**config.mk**
```make
export PLATFORM = sky130hd
export DESIGN_NAME = wiegand_rx_frame
export DESIGN_NICKNAME = d
export VERILOG_FILES = /design/src/rtl/wiegand_pkg.sv /design/src/rtl/wiegand_line_filter.sv /design/src/rtl/wiegand_rx_frame.sv
export SDC_FILE = /design/constraint.sdc
export NUM_CORES = 1
export LEC_CHECK = 0
export ABC_AREA = 1
export CAP_MARGIN = 20
export CORE_ASPECT_RATIO = 2
export CORE_UTILIZATION = 30
export CTS_CLUSTER_SIZE = 28
export DETAILED_ROUTE_END_ITERATION = 8
export GPL_ROUTABILITY_DRIVEN = 0
export HOLD_SLACK_MARGIN = 0.03
export PLACE_DENSITY = 0.48
export SLEW_MARGIN = 20
export SYNTH_ARGS = -nofsm -noshare
export SYNTH_HDL_FRONTEND = slang
export SYNTH_SLANG_ARGS = --single-unit
```
**constraint.sdc**
```tcl
create_clock -name clk -period 2.2 [get_ports clk]
set_clock_uncertainty 0.15 [all_clocks]
set_input_delay 0.22 -clock clk [delete_from_list [all_inputs] [get_ports clk]]
set_output_delay 0.22 -clock clk [all_outputs]
set_load 0.005 [all_outputs]
```
**src/rtl/wiegand_pkg.sv**
```systemverilog
// Shared types and helpers for the Wiegand-26 receiver.
// Parity rule: bit 25 even over 24:13, bit 0 odd over 12:1.
package wiegand_pkg;

  typedef enum logic [2:0] {
    IDLE,
    LOW,
    GAP,
    DONE,
    ERRW
  } wg_state_e;

  localparam int WG26_BITS = 26;

  function automatic logic wg26_parity_ok(input logic [25:0] f);
    return (~^f[25:13]) & (^f[12:0]);
  endfunction

endpackage

```
**src/rtl/wiegand_line_filter.sv**
```systemverilog
// Two-flop synchroniser for D0/D1 plus a per-line low-time qualifier.
// d0_ok/d1_ok assert once a line has been low GLITCH_CYC consecutive cycles.
module wiegand_line_filter #(
  parameter int GLITCH_CYC = 4
) (
  input  logic       clk,
  input  logic       rst,
  input  logic [1:0] wigend,
  output logic       d0_low,
  output logic       d1_low,
  output logic       both_low,
  output logic       d0_ok,
  output logic       d1_ok
);

  localparam int GW = $clog2(GLITCH_CYC + 1);
  localparam logic [GW-1:0] GLITCH_LOAD = GW'(GLITCH_CYC - 1);

  logic [1:0]    meta;
  logic [1:0]    sync;
  logic [GW-1:0] cnt0;
  logic [GW-1:0] cnt1;

  // Synchroniser resets to idle-high so no phantom pulse follows reset.
  always_ff @(posedge clk) begin
    if (rst) begin
      meta <= 2'b11;
      sync <= 2'b11;
      cnt0 <= '0;
      cnt1 <= '0;
    end else begin
      meta <= wigend;
      sync <= meta;
      if (!d0_low)
        cnt0 <= GLITCH_LOAD;
      else if (cnt0 != '0)
        cnt0 <= cnt0 - 1'b1;
      if (!d1_low)
        cnt1 <= GLITCH_LOAD;
      else if (cnt1 != '0)
        cnt1 <= cnt1 - 1'b1;
    end
  end

  assign d0_low   = ~sync[0];
  assign d1_low   = ~sync[1];
  assign both_low = d0_low & d1_low;
  assign d0_ok    = d0_low && (cnt0 == '0);
  assign d1_ok    = d1_low && (cnt1 == '0);

endmodule

```
**src/rtl/wiegand_rx_frame.sv**
```systemverilog
// Wiegand-26 frame receiver: bit shifting, timeout framing, int/overrun.
// Build option WIEGAND_PARITY_CHECK_EN enables the 26-bit parity check at frame end.
module wiegand_rx_frame
  import wiegand_pkg::*;
#(
  parameter int FRAME_BITS  = WG26_BITS,
  parameter int GLITCH_CYC  = 4,
  parameter int TIMEOUT_CYC = 5000,
  parameter int CNT_W       = 13
) (
  input  logic                 clk,
  input  logic                 rst,
  input  logic [1:0]           wigend,
  output logic [WG26_BITS-1:0] data,
  output logic                 valid,
  output logic                 intr,
  input  logic                 int_ack,
  output logic                 overrun,
  output logic                 frame_err
);

  // state | meaning
  // IDLE  | no frame in progress, lines high
  // LOW   | one line low; qualifying or waiting for release
  // GAP   | between bits, timeout running
  // DONE  | frame end: accept or reject
  // ERRW  | both lines seen low; wait for both high

  localparam int BC_W = $clog2(FRAME_BITS + 2);
  localparam logic [BC_W-1:0]  BC_FULL  = BC_W'(FRAME_BITS);
  localparam logic [BC_W-1:0]  BC_SAT   = BC_W'(FRAME_BITS + 1);
  localparam logic [CNT_W-1:0] TMR_LOAD = CNT_W'(TIMEOUT_CYC - 1);

  wg_state_e             state;
  logic                  from_gap;
  logic                  taken;
  logic [CNT_W-1:0]      tmr;
  logic [BC_W-1:0]       bit_cnt;
  logic [WG26_BITS-1:0]  shift;
  logic                  par_ok;
  logic                  d0_low, d1_low, both_low, d0_ok, d1_ok;
  logic                  any_low;

  wiegand_line_filter #(
    .GLITCH_CYC(GLITCH_CYC)
  ) u_filter (
    .clk     (clk),
    .rst     (rst),
    .wigend  (wigend),
    .d0_low  (d0_low),
    .d1_low  (d1_low),
    .both_low(both_low),
    .d0_ok   (d0_ok),
    .d1_ok   (d1_ok)
  );

  assign any_low = d0_low | d1_low;

`ifdef WIEGAND_PARITY_CHECK_EN
  assign par_ok = wg26_parity_ok(shift);
`else
  assign par_ok = 1'b1;
`endif

  always_ff @(posedge clk) begin
    if (rst) begin
      state     <= IDLE;
      from_gap  <= 1'b0;
      taken     <= 1'b0;
      tmr       <= '0;
      bit_cnt   <= '0;
      shift     <= '0;
      data      <= '0;
      valid     <= 1'b0;
      intr      <= 1'b0;
      overrun   <= 1'b0;
      frame_err <= 1'b0;
    end else begin
      valid     <= 1'b0;
      frame_err <= 1'b0;
      // An ack landing in the valid cycle refers to the previous frame and is ignored.
      if (int_ack && !valid) begin
        intr    <= 1'b0;
        overrun <= 1'b0;
      end

      case (state)
        IDLE: begin
          if (any_low) begin
            state    <= LOW;
            from_gap <= 1'b0;
            taken    <= 1'b0;
          end
        end

        LOW: begin
          if (both_low) begin
            frame_err <= 1'b1;
            shift     <= '0;
            bit_cnt   <= '0;
            state     <= ERRW;
          end else if (!taken) begin
            if (d1_ok || d0_ok) begin
              shift <= {shift[WG26_BITS-2:0], d1_ok};
              taken <= 1'b1;
              if (bit_cnt != BC_SAT)
                bit_cnt <= bit_cnt + 1'b1;
            end else if (!any_low) begin
              state <= from_gap ? GAP : IDLE;
              tmr   <= TMR_LOAD;
            end
          end else if (!any_low) begin
            state <= GAP;
            tmr   <= TMR_LOAD;
          end
        end

        GAP: begin
          if (both_low) begin
            frame_err <= 1'b1;
            shift     <= '0;
            bit_cnt   <= '0;
            state     <= ERRW;
          end else if (any_low) begin
            state    <= LOW;
            from_gap <= 1'b1;
            taken    <= 1'b0;
          end else if (tmr == '0) begin
            state <= DONE;
          end else begin
            tmr <= tmr - 1'b1;
          end
        end

        DONE: begin
          if (bit_cnt == BC_FULL && par_ok) begin
            data  <= shift;
            valid <= 1'b1;
            intr  <= 1'b1;
            if (intr)
              overrun <= 1'b1;
          end else begin
            frame_err <= 1'b1;
          end
          shift   <= '0;
          bit_cnt <= '0;
          state   <= IDLE;
        end

        ERRW: begin
          if (!any_low)
            state <= IDLE;
        end

        default: state <= IDLE;
      endcase
    end
  end

endmodule

```
==> results.yml, run 1 <==
run_status:
  status: "finished clean"
sta:
  max_freq_mhz: 527
  final_hold_viol_count: 0
  tns_ns: 0
  post-route-period-util: 0.862
  whs_ns: 0.180
  drv_slew: 0
  worst_slew_pin_slew_ns: 0.573
  setup_viol: 0
  rsz0062_at_grt: "no"
  relSlewSlack: 0.618
  finalCriticalPeriod_ns: 1.90
yosys:
  yosysWarnings: 0
  synthArstFlopShare: 0
  postSynthCellCount: 543
  ys_seq_elements: 89
  ys_types: 34
  synth-main-ff-cell: "dfxtp_1"
  synth_area_mm2: 0.00396
  synth_edf_count: 0
  syn_nets: 558
  synth.avg_cell_area_um2: 7.30
  yosysSeqAreaShare: 0.449
clock_network:
  clk_path_buf_depth: 2
  cts_tree: "yes"
  clock_latency_ns: 0.33
  post_cts_resized: 0
  root_buffer: "clkbuf_16"
  post_cts_buffers: 0
  cts_buffers: 9
  clock_sinks: 89
  htreeDepth: 3
  ctsHoldBuffers: 0
  clk_pin_slew_ns: 0.07
routing:
  ant_nets: 0
  dr.pass1.iters: 4
  routedWlPerCell_um: 12.9
  drt-total-wl_mm: 9.43
  viasPerCell: 4.83
  drcViolationCount: 0
  drtIter0Drc: 160
  vias: 3538
die:
  initial_core_util: 0.307
  ios: 35
  die-area_mm2: 0.0137
  die_w_um: 83.3
  core_area_mm2: 0.0129
  rows: 59
  fp.dieH_um: 165
global_routing:
  grt_antenna_before_repair: 0
  grt_use_total: 0.144
  overflow: 0
  grt_max_degree: 54
  grt_pass1_vias: 3349
  grt_pass1_wl_mm: 15.9
pwr:
  p_int_mw: 3.00
  comb_power_share: 0.310
  peakVddDrop_v: 0.000434
  sequentialPowerShare: 0.383
  p_leak_nw: 2.02
  p_sw_mw: 1.72
  p_clk_frac: 0.306
  powerDensity_mw_per_mm2: 991
  switching_share: 0.364
final_layout:
  nets: 591
  syn_to_final_growth_pct: 20.3
  layout_common_cells: "nand2_1, dfxtp_1, nor2_1"
  antenna_cells: 0
  layout-drive-gt1-share: 0.0861
  final_common_cell: "nand2_1"
worst_setup_path:
  cp-end-kind: "flip-flop"
  critical_path_arrival_ns: 2.01
  path_class: "flip-flop to flip-flop"
  r2r_slack_ns: 0.30
  path_max_fanout: 30
  start_kind: "flip-flop"
  crit_required_ns: 2.31
job:
  max-cap-violations: 0
placed_design:
  numPortBuffers: 34
  dp.final_hpwl_mm: 6.59
worst_hold_path:
  min_path_type: "input port to flip-flop"
per-stage QoR:
step	worst slack (ns)	total power, mW	utilization	instances	cell area [um^2]
2_1_floorplan	0.442	2.93	-	543	3960
5_1_grt	0.105	5.05	0.369	733	4770
4_1_cts	0.282	4.79	0.369	733	4770
6_report	0.304	4.72	0.369	733	4770
3_3_place_gp	0.340	3.31	0.348	717	4490
3_5_place_dp	0.319	3.32	0.348	717	4490
path summary, 6_finish.rpt:
check,startpoint,cells after the start,endpoint
min reg2reg,u_filter.meta[1],1,u_filter.sync[1]
max,u_filter.sync[0],10,shift[15]
min,rst,4,u_filter.cnt0[0]
max reg2reg,u_filter.sync[0],10,shift[15]
power groups by stage:
stage | clock, mW | combinational [mW] | sequential, mW
4_1_cts | 1.51 | 1.48 | 1.81
3_3_place_gp | 0 | 1.47 | 1.85
3_5_place_dp | 0 | 1.47 | 1.85
5_1_grt | 1.56 | 1.66 | 1.83
2_1_floorplan | 0 | 1.12 | 1.81
6_report | 1.45 | 1.47 | 1.81
cell families (layout without fill, tap and decap cells):
family / Yosys count / count (layout) / synth area share
AO/OA/AOI/OAI: 94 / 94 / 0.124
XOR/XNOR: 5 / 5 / 0.0110
adder cells (fa/ha/maj): 10 / 10 / 0.0316
buffers and inverters: 70 / 108 / 0.0748
flip-flops: 89 / 89 / 0.449
AND/OR/NAND/NOR: 275 / 275 / 0.309
synth_stat cells (2+ instances only):
library cell | count | area share
xor2_1 | 2 | 0.0044
a21oi_1 | 49 | 0.062
clkbuf_2 | 2 | 0.0025
inv_2 | 6 | 0.0057
buf_2 | 4 | 0.0051
nand4_1 | 3 | 0.0047
nand3b_1 | 5 | 0.0095
a21oi_2 | 2 | 0.0044
buf_4 | 5 | 0.0095
ha_1 | 10 | 0.032
nand3_1 | 52 | 0.066
nand3_2 | 4 | 0.010
nor2_1 | 86 | 0.081
nand2_4 | 2 | 0.0057
inv_1 | 40 | 0.038
nand2_1 | 105 | 0.099
dfxtp_1 | 89 | 0.45
xnor2_1 | 3 | 0.0066
o21ai_0 | 38 | 0.048
or2_2 | 5 | 0.0079
nor3b_1 | 3 | 0.0057
a211oi_1 | 2 | 0.0038
clkbuf_1 | 11 | 0.010
nor3_1 | 5 | 0.0063
area by class of cell:
class,instances,area (um^2)
fillers,1353,8150
multi-input cells,384,1890
clock buffers,10,229
well taps,152,190
repair buffers,45,455
flip-flops and latches,89,1780
inverters,47,176
clock inverters,6,50.0
metal layers:
layer,vias up,part of all wire,global-route usage
met2,56,0.55,0.278
met1,1647,0.41,0.149
met3,13,0.025,0.0210
li1,1822,-,-
met5,-,0,0
met4,0,0.023,0.0745
sequential cells by signal (all words and copies together) (netlist names):
signal         count
valid              1
u_filter.sync      2
data              26
shift             26
frame_err          1
state              3
tmr               13
intr               1
bit_cnt            5
u_filter.cnt0      3
u_filter.cnt1      3
taken              1
from_gap           1
overrun            1
u_filter.meta      2
critical path: stages (launching register included):
cell and delay (ns):
dfxtp_1 0.35, inv_1 0.12, ha_1 0.19, inv_1 0.07
buf_4 0.16, a21oi_2 0.24, nand2_4 0.07, inv_2 0.07
buf_12 0.17, nand3_1 0.08, a21oi_1 0.14
Note: power is estimated with default switching activity, not from simulation.
==> inputs of run 2 (changes only) <==
Settings changed: CAP_MARGIN 20 to not set.
==> results of run 2 <==
No change in the layout: final DEF, timing and power equal those of run 1.
==> inputs of run 3 (changes only) <==
Settings changed: PLACE_DENSITY 0.48 to 0.58.
==> results.yml, run 3 (synthesized netlist as in run 1, its figures left out) <==
run_status:
  status: "finished clean"
sta:
  relSlewSlack: 0.615
  worst_slack_ns: 0.205
  final_hold_viol_count: 0
  max_freq_mhz: 501
  setup_viol: 0
  drv_slew: 0
  worst_slew_pin_slew_ns: 0.577
  post-route-period-util: 0.907
  finalCriticalPeriod_ns: 2.00
  whs_ns: 0.0905
  tns_ns: 0
  rsz0062_at_grt: "no"
final_layout:
  fill_cells: 1324
  nets: 587
  final_common_cell: "nand2_1"
  layout_common_cells: "nand2_1, dfxtp_1, nor2_1"
  antenna_cells: 0
  reg_top3: "data (26), shift (26), tmr (13)"
  layout-drive-gt1-share: 0.0765
  syn_to_final_growth_pct: 18.3
worst_hold_path:
  min_path_type: "input port to flip-flop"
placed_design:
  pre_cts_ws_ns: 0.204
  dp.final_hpwl_mm: 6.56
  numPortBuffers: 34
clock_network:
  clk_path_buf_depth: 2
  cts_tree: "yes"
  clk_pin_slew_ns: 0.06
  cts_buffers: 9
  htreeDepth: 3
  ctsHoldBuffers: 0
  post_cts_resized: 0
  root_buffer: "clkbuf_16"
  clock_latency_ns: 0.33
  clock_sinks: 89
  post_cts_buffers: 0
routing:
  drcViolationCount: 0
  vias: 3477
  routedWlPerCell_um: 12.7
  drtIter0Drc: 204
  ant_nets: 0
  dr.pass1.iters: 4
  viasPerCell: 4.78
  drt-total-wl_mm: 9.23
die:
  rows: 59
  initial_core_util: 0.307
  die_w_um: 83.3
  ios: 35
  die-area_mm2: 0.0137
  fp.dieH_um: 165
  core_area_mm2: 0.0129
worst_setup_path:
  critical_path_arrival_ns: 2.10
  path_class: "flip-flop to flip-flop"
  cp-end-kind: "flip-flop"
  path_max_fanout: 26
  crit_slowest_cell: "dfxtp_1"
  start_kind: "flip-flop"
  crit_required_ns: 2.31
  path_cells: "nand3_2 > nor2_2 > nand2_2 > nand2_4 > buf_4 > nand2_1 > a21oi_1"
  crit_path_max_incr_delay_ns: 0.59
global_routing:
  grt_antenna_before_repair: 0
  grt_max_degree: 54
  overflow: 0
  grt_pass1_wl_mm: 15.6
  grt_use_total: 0.142
  grt_pass1_vias: 3416
pwr:
  powerDensity_mw_per_mm2: 969
  peakVddDrop_v: 0.000467
  total_power_mw: 4.54
  p_leak_nw: 1.97
job:
  max-cap-violations: 0
## run 3: cell type report
cell class | instances | area [um^2] | share of cell area
Timing Repair Buffer | 41 | 400 | 0.0854
Multi-Input combinational cell | 384 | 1890 | 0.402
Inverter | 47 | 179 | 0.0382
Clock inverter | 3 | 20.0 | 0.00427
Clock buffer | 11 | 233 | 0.0496
Sequential cell | 89 | 1780 | 0.380
Tap cell | 152 | 190 | 0.0406
## run 3: through the flow
stage / cells / utilization / area (um^2)
4_1_cts: 727 / 0.363 / 4690
5_1_grt: 727 / 0.363 / 4690
6_report: 727 / 0.363 / 4690
3_3_place_gp: 713 / 0.343 / 4430
3_5_place_dp: 713 / 0.343 / 4430
2_1_floorplan: 543 / - / 3960
## run 3: power by group
| part | internal (mW) | total (mW) | switching (mW) | leakage [nW] |
|---|---|---|---|---|
| Combinational | 0.454 | 1.37 | 0.915 | 1.13 |
| Sequential | 1.70 | 1.82 | 0.119 | 0.721 |
| Clock | 0.751 | 1.35 | 0.599 | 0.117 |
## run 3: path summary, 6_finish.rpt
check,start,to,slack (ns),depth (start not counted)
worst max register to register,state[0],shift[21],0.20,7
worst max-delay path,state[0],shift[21],0.20,7
worst min-delay path,rst,data[4],0.09,4
worst min register to register,u_filter.meta[0],u_filter.sync[0],0.26,1
## run 3: layer usage
layer | up-vias | share of wire | global-route usage
met2 | 50 | 0.55 | 0.274
met5 | - | 0 | 0
met4 | 0 | 0.031 | 0.0760
met1 | 1600 | 0.40 | 0.144
met3 | 13 | 0.025 | 0.0230
li1 | 1814 | - | -
## run 3: critical path, delay by kind of cell, from the launching register on
family	cells	cell delay, ns
and+or+nand+nor	5	0.73
DFF	1	0.59
buffers and inverters	1	0.28
AOI/OAI and AO/OA	1	0.16
